### src/rtl/serial_frame_tx.sv
// serial_frame_tx: parallel-in, serial-out frame transmitter.
// A frame is a start bit (0), DATA_W data bits sent LSB first, an optional
// even-parity bit and a stop bit (1). Each bit is held for CLKS_PER_BIT clocks.
// Words are accepted by a valid/ready handshake only while the line is idle.
module serial_frame_tx #(
    parameter int DATA_W       = 8,
    parameter int PARITY_EN    = 1,
    parameter int CLKS_PER_BIT = 4
) (
    input  logic              clk,
    input  logic              rst,
    input  logic              in_valid,
    input  logic [DATA_W-1:0] in_data,
    output logic              in_ready,
    output logic              tx,
    output logic              busy,
    output logic              done
);

    // Counter widths never drop below one bit, even for degenerate parameters.
    localparam int CW = (CLKS_PER_BIT > 1) ? $clog2(CLKS_PER_BIT) : 1;
    localparam int IW = (DATA_W > 1) ? $clog2(DATA_W) : 1;

    localparam logic [CW-1:0] CNT_LAST = CW'(CLKS_PER_BIT - 1);
    localparam logic [IW-1:0] IDX_LAST = IW'(DATA_W - 1);

    typedef enum logic [2:0] {
        S_IDLE   = 3'd0,
        S_START  = 3'd1,
        S_DATA   = 3'd2,
        S_PARITY = 3'd3,
        S_STOP   = 3'd4
    } state_t;

    // Even parity: the parity bit makes the total number of ones even.
    function automatic logic even_parity(input logic [DATA_W-1:0] word);
        return ^word;
    endfunction

    state_t            state_q, state_d;
    logic [CW-1:0]     cnt_q,   cnt_d;
    logic [IW-1:0]     idx_q,   idx_d;
    logic [DATA_W-1:0] shift_q, shift_d;
    logic              par_q,   par_d;
    logic              tx_q,    tx_d;
    logic              done_q,  done_d;
    logic              bit_end_s;

    assign bit_end_s = (cnt_q == CNT_LAST);

    // Next-state logic: frame sequencing, bit timing and data shifting.
    always_comb begin
        state_d = state_q;
        cnt_d   = cnt_q;
        idx_d   = idx_q;
        shift_d = shift_q;
        par_d   = par_q;

        case (state_q)
            S_IDLE: begin
                if (in_valid) begin
                    state_d = S_START;
                    shift_d = in_data;
                    par_d   = even_parity(in_data);
                    cnt_d   = {CW{1'b0}};
                    idx_d   = {IW{1'b0}};
                end else begin
                    state_d = S_IDLE;
                end
            end
            S_START: begin
                if (bit_end_s) begin
                    cnt_d   = {CW{1'b0}};
                    state_d = S_DATA;
                end else begin
                    cnt_d = cnt_q + CW'(1);
                end
            end
            S_DATA: begin
                if (bit_end_s) begin
                    cnt_d   = {CW{1'b0}};
                    shift_d = shift_q >> 1;
                    if (idx_q == IDX_LAST) begin
                        idx_d   = {IW{1'b0}};
                        state_d = (PARITY_EN != 0) ? S_PARITY : S_STOP;
                    end else begin
                        idx_d = idx_q + IW'(1);
                    end
                end else begin
                    cnt_d = cnt_q + CW'(1);
                end
            end
            S_PARITY: begin
                if (bit_end_s) begin
                    cnt_d   = {CW{1'b0}};
                    state_d = S_STOP;
                end else begin
                    cnt_d = cnt_q + CW'(1);
                end
            end
            S_STOP: begin
                if (bit_end_s) begin
                    cnt_d   = {CW{1'b0}};
                    state_d = S_IDLE;
                end else begin
                    cnt_d = cnt_q + CW'(1);
                end
            end
            default: begin
                state_d = S_IDLE;
                cnt_d   = {CW{1'b0}};
                idx_d   = {IW{1'b0}};
            end
        endcase
    end

    // Line level and end-of-frame pulse are derived from the next state so
    // that they are registered alongside it.
    always_comb begin
        case (state_d)
            S_IDLE:   tx_d = 1'b1;
            S_START:  tx_d = 1'b0;
            S_DATA:   tx_d = shift_d[0];
            S_PARITY: tx_d = par_d;
            S_STOP:   tx_d = 1'b1;
            default:  tx_d = 1'b1;
        endcase
        done_d = (state_d == S_STOP) && (cnt_d == CNT_LAST);
    end

    // State and output registers; reset aborts any frame and idles the line.
    always_ff @(posedge clk or posedge rst) begin
        if (rst) begin
            state_q <= S_IDLE;
            cnt_q   <= {CW{1'b0}};
            idx_q   <= {IW{1'b0}};
            shift_q <= {DATA_W{1'b0}};
            par_q   <= 1'b0;
            tx_q    <= 1'b1;
            done_q  <= 1'b0;
        end else begin
            state_q <= state_d;
            cnt_q   <= cnt_d;
            idx_q   <= idx_d;
            shift_q <= shift_d;
            par_q   <= par_d;
            tx_q    <= tx_d;
            done_q  <= done_d;
        end
    end

    assign in_ready = (state_q == S_IDLE);
    assign busy     = (state_q != S_IDLE);
    assign tx       = tx_q;
    assign done     = done_q;

endmodule
### config.mk
export PLATFORM = sky130hd
export DESIGN_NAME = serial_frame_tx
export DESIGN_NICKNAME = d
export VERILOG_FILES = /design/src/rtl/serial_frame_tx.sv
export SDC_FILE = /design/constraint.sdc
export NUM_CORES = 1
export LEC_CHECK = 0
export BUFFER_PORTS_ARGS = -buffer_cell sky130_fd_sc_hd__buf_2
export CAP_MARGIN = 10
export CORE_UTILIZATION = 25
export CTS_BUF_LIST = sky130_fd_sc_hd__clkbuf_8
export DETAILED_ROUTE_END_ITERATION = 12
export GPL_TIMING_DRIVEN = 1
export HOLD_SLACK_MARGIN = 0.05
export PLACE_DENSITY_LB_ADDON = 0.2
export SETUP_SLACK_MARGIN = 0.15
export SYNTH_ARGS = -nofsm -noshare
export SYNTH_HDL_FRONTEND = slang
export SYNTH_SLANG_ARGS = --single-unit
### constraint.sdc
create_clock -name clk -period 4.8 [get_ports clk]
set_clock_uncertainty 0.05 [all_clocks]
set_input_delay 0 -clock clk [delete_from_list [all_inputs] [get_ports clk]]
set_output_delay 0 -clock clk [all_outputs]
set_load 0.03 [all_outputs]
==> results.md <==
* Status: complete, no violations
* First DRT Iteration DRCs at 36
* Critical Path Fanout Max at 11
* Crit path cell chain: nor4b_2 -> nor2_2 -> a21o_1 -> o31a_1
* Synthesis Warnings at 0
* Net Switching at 0.263 mW
* Tcrit/Tclk final at 0.463
* Vias per inst at 4.78
* CP max stage delay at 0.92 ns
* Peak supply drop at 0.208 mV
* Via Count at 799
* Critical Path AT at 2.36 ns
* Routed Antenna Nets at 0
* Post-synth cell types at 33
* Final net count at 134
* Slew @ Worst Pin at 0.998 ns
* Placed Area at 1100 um2
* Largest net degree at the start of global routing at 20
* Net Count, Synth at 112
* Cell family with most CP delay: simple AND/OR/NAND/NOR gates
* CTS tree: built
* Root buf cell: clkbuf_8
* CP bufs+invs at 0
* Max-cap violation count at 0
* RSZ-0062 raised after global routing: false
* Worst min path class: in -> reg
* # diodes at 0
* Crit. path cell count at 4
* Max Clock Freq at 450 MHz
* Crit-path slowest cell: nor4b_2
* Drc violations at 0
* Num rows at 22
* Initial Utilization at 0.267
* #FFs+latches synth at 19
* Dpl hpwl at 1370 um
* Internal power at 0.406 mW
* Final setup TNS at 0 ns
* Post-CTS setup repair buffer count at 0
* CP Launch Type: register
* Initial antenna violation count at 0
* Critical path endpoint category: register
* Power density over the cells at 539 nW/um2
* I/O pins at 15
* Die ar. at 4280 um2
* Most common cell after layout, fill and taps aside: dfrtp_1
* Power share of the sequential group at 0.430
* First-pass GRT wire length at 3420 um
* DR pass1 iterations at 4
* Post-Syn Area per Cell at 10.3 um2
* Max-slew headroom at 0.333
* Vias in the first global route at 752
* Final hold viol count at 0
* Final WL at 1960 um
* Clk pwr share at 0.167
* Global route overflow at 0
* H-Tree Depth at 1
* Final Power at 0.669 mW
* CTS Buf Count at 3
* Sw Ratio at 0.393
* Final instance area at 1240 um2
* Share of cells above drive strength 1 at 0.185
* RD Place Congestion at 0.791
* Clock transition at path regs at 0.07 ns
* Die width at 65.4 um
* Hold path depth at 4
* Reg2reg path depth at 4
* Die Ht at 65.4 um
* Worst setup path class: reg -> reg
* P_leak at 0.601 nW
* Final setup viols at 0
* Post-DR wirelength/cell at 11.8 um
* Clk sink count at 19
* Post-Synthesis Cells at 98
* Port buffer count at 14
* Clk Latency, worst-skew pair at 0.26 ns
* Comb pwr share at 0.404
* Worst EP required at 4.94 ns
* Most frequent cells in the layout: dfrtp_1 (18), nand2_1 (14), buf_2 (14)
* Min cycle time layout at 2.22 ns
* Gr usage total at 0.105
* Area Growth Syn to Fin at 23.3%
* CTS Buffer Depth at 2
* Mapped Area at 1010 um2
* Core box area at 3770 um2
* Slew Limit Fails at 0
* Register area share after synthesis at 0.474
==> worst paths after layout <==
path,start,end,slack (ns)
setup / recovery,state_q[2]$_DFF_PP0_,tx$_DFF_PP1_,2.58
hold / removal,in_valid,cnt_q[1]$_DFF_PP0_,0.12
setup reg to reg,state_q[2]$_DFF_PP0_,tx$_DFF_PP1_,2.58
hold reg to reg,shift_q[1]$_DFFE_PP0P_,shift_q[1]$_DFFE_PP0P_,0.44
max in group asynchronous,rst,shift_q[7]$_DFFE_PP0P_,3.89
min in group asynchronous,rst,shift_q[2]$_DFFE_PP0P_,0.35
==> cell type report <==
class | count | area (um2)
clock buffer | 3 | 41.3
multi-input combinational | 69 | 482
fill | 398 | 2530
tap | 48 | 60.1
inverter | 4 | 15.0
timing repair buffer | 23 | 160
sequential | 19 | 477
clock inverter | 1 | 5.00
==> power by group through the flow <==
stage | clock, mW | combinational [mW] | sequential (mW)
floorplan | 0 | 0.228 | 0.271
detailed placement | 0 | 0.266 | 0.289
CTS | 0.117 | 0.272 | 0.286
global route | 0.123 | 0.306 | 0.297
finish | 0.111 | 0.270 | 0.287
global placement | 0 | 0.265 | 0.288
==> state kept, by name, summed over array words and instances, names as in the netlist <==
register,count
shift_q,8
idx_q,3
state_q,3
cnt_q,2
done,1
par_q,1
tx,1
==> per-stage QoR <==
stage	cells	hold slack, ns	util	setup slack, ns
after global placement	154	0.125	0.293	2.63
final	167	0.125	0.329	2.58
after detailed placement	154	0.122	0.293	2.58
after CTS	167	0.107	0.329	2.59
after global routing	167	0.140	0.329	2.42
after floorplan	98	-0.0996	-	3.07
==> cell families after synthesis <==
kind of cell,count (synthesis),share of synthesized area
flops,19,0.474
xor+xnor,7,0.0609
mux,2,0.0224
buf+inv,10,0.0473
fa+ha+maj,3,0.0373
simple gates,33,0.183
compound gates,24,0.175
==> worst reg2reg max path, stage by stage (launching register included) <==
cell	delay (ns)
dfrtp_1	0.51
nor4b_2	0.92
nor2_2	0.20
a21o_1	0.25
o31a_1	0.23
==> cells in the mapped netlist <==
cell type | count | area share
a21boi_0 | 1 | 0.0075
a21o_1 | 1 | 0.0075
a21oi_1 | 4 | 0.020
a22o_1 | 3 | 0.026
a22oi_1 | 7 | 0.052
a2bb2oi_2 | 1 | 0.015
and3_1 | 4 | 0.025
and3b_1 | 1 | 0.0087
and4bb_1 | 1 | 0.012
buf_2 | 2 | 0.010
buf_4 | 2 | 0.015
clkbuf_1 | 2 | 0.0075
dfrtp_1 | 18 | 0.45
dfstp_2 | 1 | 0.026
ha_1 | 3 | 0.037
inv_1 | 4 | 0.015
mux2_1 | 2 | 0.022
nand2_1 | 14 | 0.052
nand2b_1 | 1 | 0.0062
nand4_1 | 1 | 0.0062
nor2_1 | 4 | 0.015
nor2_2 | 1 | 0.0062
nor2b_1 | 1 | 0.0062
nor4b_1 | 2 | 0.017
nor4b_2 | 1 | 0.015
o21ai_0 | 1 | 0.0050
o21ai_1 | 2 | 0.010
o22ai_1 | 1 | 0.0062
o31a_1 | 2 | 0.017
o32ai_1 | 1 | 0.0087
or2_0 | 1 | 0.0062
or3_1 | 1 | 0.0062
xnor2_1 | 7 | 0.061
==> timing repair <==
action / in CTS / in global routing
hold buffers: 9 / 0
hold endpoints to repair: 26 / 0
resized for setup: 0 / 0
==> layer usage <==
metal  global-route usage  vias to the layer above  share of wire
li1                     -                      389              -
met1                0.142                      391           0.49
met2                0.159                       14           0.47
met3               0.0208                        5          0.026
met4               0.0489                        0          0.018
met5                    0                        -              0
Note: power is estimated with default switching activity, not from simulation.
